--- src/rtl/mips_multicycle_ctrl.sv ---
// Multi-cycle MIPS control unit: FETCH/DECODE/EXEC/MEM/WB/HALT sequencing with Avalon stalls.
// Optional feature: define MIPS_DELAY_SLOT_EN to run one delay-slot instruction before a taken transfer redirects the PC.
module mips_multicycle_ctrl #(
    parameter int DATA_WIDTH = 32
) (
    input  logic                  clk,
    input  logic                  reset,
    input  logic [31:0]           instr,
    input  logic [DATA_WIDTH-1:0] rs_data,
    input  logic [DATA_WIDTH-1:0] rt_data,
    input  logic                  waitrequest,
    output logic                  mem_read,
    output logic                  mem_write,
    output logic                  ir_load,
    output logic                  alu_src,
    output logic [1:0]            reg_dst,
    output logic                  reg_write,
    output logic                  mem_to_reg,
    output logic                  link,
    output logic                  tgt_latch,
    output logic [1:0]            tgt_sel,
    output logic                  pc_write,
    output logic                  pc_sel,
    output logic                  active,
    output logic [2:0]            state
);
    typedef enum logic [2:0] {
        S_FETCH  = 3'd0,
        S_DECODE = 3'd1,
        S_EXEC   = 3'd2,
        S_MEM    = 3'd3,
        S_WB     = 3'd4,
        S_HALT   = 3'd5
    } state_t;

    state_t cur;
    logic   taken_q;
    logic   halt_q;
    logic   in_slot;
    logic   wb_pc_sel;

    logic [5:0] op;
    logic [5:0] funct;
    logic [4:0] rt;
    logic       unused_bits;

    assign op          = instr[31:26];
    assign rt          = instr[20:16];
    assign funct       = instr[5:0];
    assign unused_bits = ^{instr[25:21], instr[15:6]};

    logic is_r, is_jr, is_jalr, is_j, is_jal, is_load, is_store, is_ialu;
    logic is_beq, is_bne, is_blez, is_bgtz, is_bltz, is_bgez, is_bltzal, is_bgezal;
    logic link31, writes, rs_zero, rs_neg, cond_taken, halt_cond;

    assign is_r      = (op == 6'd0);
    assign is_jr     = is_r && (funct == 6'd8);
    assign is_jalr   = is_r && (funct == 6'd9);
    assign is_j      = (op == 6'd2);
    assign is_jal    = (op == 6'd3);
    assign is_load   = (op[5:3] == 3'b100);
    assign is_store  = (op == 6'd43);
    assign is_ialu   = (op[5:3] == 3'b001);
    assign is_beq    = (op == 6'd4);
    assign is_bne    = (op == 6'd5);
    assign is_blez   = (op == 6'd6) && (rt == 5'd0);
    assign is_bgtz   = (op == 6'd7) && (rt == 5'd0);
    assign is_bltz   = (op == 6'd1) && (rt == 5'd0);
    assign is_bgez   = (op == 6'd1) && (rt == 5'd1);
    assign is_bltzal = (op == 6'd1) && (rt == 5'd16);
    assign is_bgezal = (op == 6'd1) && (rt == 5'd17);

    // Sign test on the MSB keeps the comparisons width-generic.
    assign rs_zero = (rs_data == '0);
    assign rs_neg  = rs_data[DATA_WIDTH-1];

    assign cond_taken = (is_beq && (rs_data == rt_data))
                      | (is_bne && (rs_data != rt_data))
                      | (is_blez && (rs_neg || rs_zero))
                      | (is_bgtz && !rs_neg && !rs_zero)
                      | ((is_bltz || is_bltzal) && rs_neg)
                      | ((is_bgez || is_bgezal) && !rs_neg)
                      | is_j | is_jal | is_jr | is_jalr;
    assign halt_cond  = (is_jr || is_jalr) && rs_zero;
    assign link31     = is_jal | is_bltzal | is_bgezal;
    assign writes     = (is_r && !is_jr) | is_ialu | is_load | link31;

`ifdef MIPS_DELAY_SLOT_EN
    logic pending_q;
    assign in_slot   = pending_q;
    assign wb_pc_sel = pending_q;
`else
    assign in_slot   = 1'b0;
    assign wb_pc_sel = taken_q;
`endif

    always_ff @(posedge clk) begin
        if (reset) begin
            cur     <= S_FETCH;
            taken_q <= 1'b0;
            halt_q  <= 1'b0;
`ifdef MIPS_DELAY_SLOT_EN
            pending_q <= 1'b0;
`endif
        end else begin
            case (cur)
                S_FETCH:  if (!waitrequest) cur <= S_DECODE;
                S_DECODE: begin
                    cur <= S_EXEC;
                    // A transfer sitting in a delay slot must not disturb the outstanding one.
                    if (!in_slot) begin
                        taken_q <= cond_taken;
                        halt_q  <= cond_taken && halt_cond;
                    end
                end
                S_EXEC:   cur <= (is_load || is_store) ? S_MEM : S_WB;
                S_MEM:    if (!waitrequest) cur <= S_WB;
                S_WB: begin
`ifdef MIPS_DELAY_SLOT_EN
                    if (pending_q) begin
                        pending_q <= 1'b0;
                        cur       <= halt_q ? S_HALT : S_FETCH;
                    end else begin
                        pending_q <= taken_q;
                        cur       <= S_FETCH;
                    end
`else
                    cur <= halt_q ? S_HALT : S_FETCH;
`endif
                end
                S_HALT:   cur <= S_HALT;
                default:  cur <= S_FETCH;
            endcase
        end
    end

    always_comb begin
        mem_read   = 1'b0;
        mem_write  = 1'b0;
        ir_load    = 1'b0;
        alu_src    = 1'b0;
        reg_dst    = 2'd0;
        reg_write  = 1'b0;
        mem_to_reg = 1'b0;
        link       = 1'b0;
        tgt_latch  = 1'b0;
        tgt_sel    = 2'd0;
        pc_write   = 1'b0;
        pc_sel     = 1'b0;
        active     = 1'b0;
        state      = 3'd0;
        if (!reset) begin
            active = (cur != S_HALT);
            state  = cur;
            case (cur)
                S_FETCH: begin
                    mem_read = 1'b1;
                    ir_load  = !waitrequest;
                end
                S_DECODE: begin
                    if (cond_taken && !in_slot) begin
                        tgt_latch = 1'b1;
                        tgt_sel   = (is_jr || is_jalr) ? 2'd2 : ((is_j || is_jal) ? 2'd1 : 2'd0);
                    end
                end
                S_EXEC:  alu_src = is_ialu | is_load | is_store;
                S_MEM: begin
                    mem_read  = is_load;
                    mem_write = is_store && !is_load;
                end
                S_WB: begin
                    reg_write  = writes;
                    mem_to_reg = is_load;
                    link       = link31 | is_jalr;
                    reg_dst    = link31 ? 2'd2 : (is_r ? 2'd1 : 2'd0);
                    pc_write   = 1'b1;
                    pc_sel     = wb_pc_sel;
                end
                default: ;
            endcase
        end
    end
endmodule

--- config.mk ---
export PLATFORM = sky130hd
export DESIGN_NAME = mips_multicycle_ctrl
export DESIGN_NICKNAME = d
export VERILOG_FILES = /design/src/rtl/mips_multicycle_ctrl.sv
export SDC_FILE = /design/constraint.sdc
export NUM_CORES = 1
export LEC_CHECK = 0
export ABC_AREA = 1
export CAP_MARGIN = 20
export CORE_ASPECT_RATIO = 1.2
export CORE_MARGIN = 2
export CORE_UTILIZATION = 27
export DETAILED_ROUTE_END_ITERATION = 10
export GPL_ROUTABILITY_DRIVEN = 0
export PLACE_DENSITY = 0.74
export SYNTH_ARGS = -nofsm -noshare
export SYNTH_HDL_FRONTEND = slang
export SYNTH_SLANG_ARGS = --single-unit
export TNS_END_PERCENT = 30
--- constraint.sdc ---
create_clock -name clk -period 1.22 [get_ports clk]
set_input_delay 0.183 -clock clk [delete_from_list [all_inputs] [get_ports clk]]
set_output_delay 0.183 -clock clk [all_outputs]
set_load 0.01 [all_outputs]
## Yosys cells after proc, flatten, opt, wreduce, memory -nomap -nowiden

Cells that the tools add are included.

| storage, ports and cells | value |
|---|---|
| register bits | 5 |
| bits of input ports | 99 |
| logic and storage cells | 117 |

| operators by class | value |
|---|---|
| equal/unequal tests | 25 |
| reduce and logical (&&, ||, !) cells | 35 |
| bitwise gates (word level) | 17 |
| muxes and demuxes | 37 |

Operators with widths:

| kind | count |
|---|---|
| $eq A32 B32 Y1 | 1 |
| $logic_not A32 Y1 | 1 |
| $ne A32 B32 Y1 | 1 |
| $eq A6 B3 Y1 const B | 4 |
| $mux W1 | 23 |
| $logic_and A1 B1 Y1 | 19 |
| $pmux W3 S6 | 1 |
| $or A1 B1 Y1 | 17 |
| $mux W3 | 5 |
| $mux W2 | 7 |
| $eq A6 B2 Y1 const B | 2 |
| $eq A6 B4 Y1 const B | 2 |
| $eq A5 B5 Y1 const B | 2 |
| $eq A3 B3 Y1 const B | 3 |
| $eq A3 B1 Y1 const B | 2 |
| $eq A3 B2 Y1 const B | 2 |
| $eq A6 B1 Y1 const B | 1 |
| $eq A6 B6 Y1 const B | 1 |
| $logic_not A6 Y1 | 1 |
| $logic_or A1 B1 Y1 | 6 |
| $eq A5 B1 Y1 const B | 1 |
| $logic_not A1 Y1 | 5 |
| $logic_not A5 Y1 | 1 |
| $ne A2 B2 Y1 const B | 2 |
| 4 further kinds | 4 |

## Logic depth before layout (Yosys ltp)

| depth | value |
|---|---|
| word-level depth | 14 |
| gate-level depth with buffers | 13 |

## Least setup slack after synthesis

Ideal clock, no wire load.

| path | value |
|---|---|
| path type | register -> output |
| start point | register cur[2] |
| end point | output link |
| slack | -0.114 ns |
| stages on the path, launching flop included | 6 |
| required time | 1.037 ns |
| data arrival time | 1.151 ns |
| path through | dfxtp_1 -> inv_1 -> nor2_1 -> nand2_1 -> nor2_2 -> a31o_2 |

| on the way | value |
|---|---|
| longest elaborated chain between the ends | 3 |

RTL lines:

| element | line | text |
|---|---|---|
| from (decl) | 36 | `state_t cur;` |
| from (signal assigned) | 116 | `S_EXEC: cur <= (is_load \|\| is_store) ? S_MEM : S_WB;` |
| from (signal assigned) | 128 | `cur <= halt_q ? S_HALT : S_FETCH;` |
| $eq A3 B3 Y1 | 155 | `case (cur)` |
| $mux W1 | 155 |  |
| $mux W1 | 152 | `if (!reset) begin` |
| to (decl) | 19 | `output logic link,` |

No other way between the ends.

## Worst setup path in the final report

| path | value |
|---|---|
| start point | register cur[1] |
| end point | output link |

Same word-level chain as after synthesis.

==> run_results.csv <==
group,metric,value,unit
outcome,status,"finished with violations",
outcome,violations,"setup timing",
place,dp_hpwl,3760,um
sta,period_share,1.24,
drt,routedWlPerCell,10.7,um
logic_synthesis,synth_top_family_by_area,"simple AND/OR/NAND/NOR gates",
drt,drt_iter0_drc,53,
power,seq_power_share,0.151,
clock_network,clk_latency,220,ps
logic_synthesis,yosys_warnings,0,
sta,maxSlewViolCount,0,
grt,met1_usage,0.200,
sta,fmax,659,MHz
clock_network,cts_tree,"built",
sta,fin_ws,-298,ps
final_layout,final_common_cell,"nand2_1",
power,switching_share,0.369,
logic_synthesis,avgSynthCellArea,5.01,um^2
sta,finClkSkew,3.78,ps
power,clkPwrFrac,0.213,
grt,track_usage,0.191,
logic_synthesis,synth_top_area_share,0.233,
logic_synthesis,syn_nets,337,
setup_path,start_kind,"flop",
setup_path,arrival,1330,ps
grt,grt_pass1_vias,1998,
setup_path,setup.worst_path.start,"cur[1]",
drt,drt_wl_total,4720,um
sta,worst_pin_slew,240,ps
final_layout,fin_nets,483,
sta,setup_violations,17,
clock_network,clk_path_buf_depth,2,
logic_synthesis,syn_area,1190,um^2
min_path,hp-class,"flop to flop",
logic_synthesis,yosys.cell_types.count,21,
grt,met3_usage,0.0132,
grt,grt_antenna_before_repair,0,
clock_network,cts-root-buf,"clkbuf_8",
grt,overflow,0,
sta,rsz0062_at_grt,"yes",
drt,drc,0,
clock_network,cts_made_buffers,3,
place,place_area,2470,um^2
setup_path,crit_fanout,4,
sta,fin_crit,1520,ps
floorplanning,die_area,4970,um^2
drt,num_vias,1939,
logic_synthesis,synth_xor_area_frac,0.176,
grt,grt_pass1_wl,7840,um
floorplanning,dieHeight,76.8,um
logic_synthesis,synthMuxAreaShare,0,
floorplanning,die_w,64.7,um
power,power_per_cell_area,537,nW/um^2
final_layout,final_cell_mix,"nand2_1 (62), buf_2 (58), buf_4 (35), nor2_1 (30), buf_6 (30)",
grt,busiest_layer,"met2",
setup_path,required,1040,ps
setup_path,reg2reg_from,"cur[0]",
drt,antenna_left,0,
grt,use_met2,0.381,
clock_network,cts.sinks,5,
logic_synthesis,synth_compound_area_frac,0.0577,
setup_path,r2r-end,"taken_q",
final_layout,areaGrowthSynthToFinish,124,%
power,p_int,906,uW
setup_path,endpoint,"link",
floorplanning,ios,117,
grt,grt_max_degree,6,
floorplanning,start_util,0.280,
drt,first_pass_iters,4,
clock_network,hold_buffers,0,
logic_synthesis,yosys_register_bits,5,
power,leakagePower,0.00137,uW
sta,finalHoldViolCount,0,
sta,timing.hold.ws,465,ps
floorplanning,rows,26,
logic_synthesis,synthCells,238,
place,portBuffers,101,
logic_synthesis,yosys.area.top_type,"nand2_1",
drt,vias_per_cell,4.42,
final_layout,fin_area,2680,um^2
final_layout,diodes,0,
setup_path,critical_path_class,"flop to output pin",
sta,max_slew_margin,0.840,
setup_path,r2r_slack,-30,ps
logic_synthesis,synth_area_leaders,"nand2_1 (23%), xnor2_1 (18%), nor2_1 (15%)",
floorplanning,core_area,4260,um^2
logic_synthesis,synthAdderAreaFrac,0,
power,switchingPower,530,uW
power,pwr-share-comb,0.636,
setup_path,worstSetupEndpointType,"output pin",
power,peakVddDrop,0.354,mV
clock_network,htreeDepth,1,
logic_synthesis,seq_area_frac_synth,0.0839,
final_layout,fill_cells,424,
place,pre_cts_slack,-1070,ps
run,cap_violations,0,
clock_network,clkTransAtPathRegs,40,ps
final_layout,drive_above_1_share,0.559,
setup_path,worst_r2r_path_depth,9,
logic_synthesis,synthSimpleGateAreaFrac,0.552,
==> what timing repair did <==
item,in CTS,in global routing
pin swaps,116,48
resized for setup,408,64
setup endpoints to repair,23,17
setup buffers,11,4
==> layout make-up <==
type	instances	area, um^2	area share
well taps	56	70.1	0.0262
repair buffers	142	1080	0.404
clock buffers	4	45.0	0.0168
multi-input cells	192	1210	0.453
flip-flops and latches	5	109	0.0407
inverters	40	158	0.0589
==> state kept, by name (all words and copies together) (netlist names) <==
| signal | flops |
|---|---|
| cur | 3 |
| halt_q | 1 |
| taken_q | 1 |
==> Yosys cell counts, drive strengths merged <==
cell type and instances:
o31ai 1, nand4 5, xnor2 24, nand2 74, a31o 1, or2 1, o21a 1, a31oi 2
nand3 14, o21ai 1, buf 1, and3 1, o211ai 1, nor3 9, dfxtp 5, nor2 53
inv 40, a21oi 4
==> worst min path at each step <==
stage,startpoint,endpoint,slack [ps],depth (start not counted)
2_1_floorplan,waitrequest,cur[0],350,2
3_3_place_gp,taken_q,taken_q,460,2
6_report,taken_q,taken_q,460,2
4_1_cts,taken_q,taken_q,470,2
3_5_place_dp,taken_q,taken_q,470,2
5_1_grt,taken_q,taken_q,510,2
==> per-layer routing <==
metal / part of all wire / up-vias
met5: 0 / -
met2: 0.57 / 52
met1: 0.37 / 854
li1: - / 1023
met4: 0.021 / 0
met3: 0.033 / 10
==> logic make-up (layout without fill, tap and decap cells) <==
| family | after synthesis | count (layout) |
|---|---|---|
| AOI/OAI and AO/OA | 11 | 11 |
| xor gates and xnor gates | 24 | 24 |
| buffers and inverters | 41 | 186 |
| DFF | 5 | 5 |
| and+or+nand+nor | 157 | 157 |
==> power groups by stage <==
stage / Combinational (uW) / Clock (uW) / Sequential (uW)
after global routing: 1000 / 321 / 220
final: 913 / 306 / 217
after detailed placement: 799 / 0 / 197
after global placement: 787 / 0 / 197
after CTS: 773 / 310 / 214
after floorplan: 305 / 0 / 195
==> critical path: stages (launching register included) <==
cell and delay [ps]:
dfxtp_2 330, buf_6 130, nor2_4 120, nand2_4 80, buf_6 140, nor2_4 120
a31o_4 110, buf_6 90
==> per-stage QoR <==
step / util / total power (uW) / TNS [ps] / instances
after global routing: 0.628 / 1540 / -4020 / 439
after CTS: 0.570 / 1300 / -2690 / 435
after global placement: 0.579 / 984 / -14720 / 420
after detailed placement: 0.579 / 996 / -14990 / 420
after floorplan: - / 501 / 0 / 238
final: 0.628 / 1440 / -2840 / 439
Power figures use the tool's default switching activity.
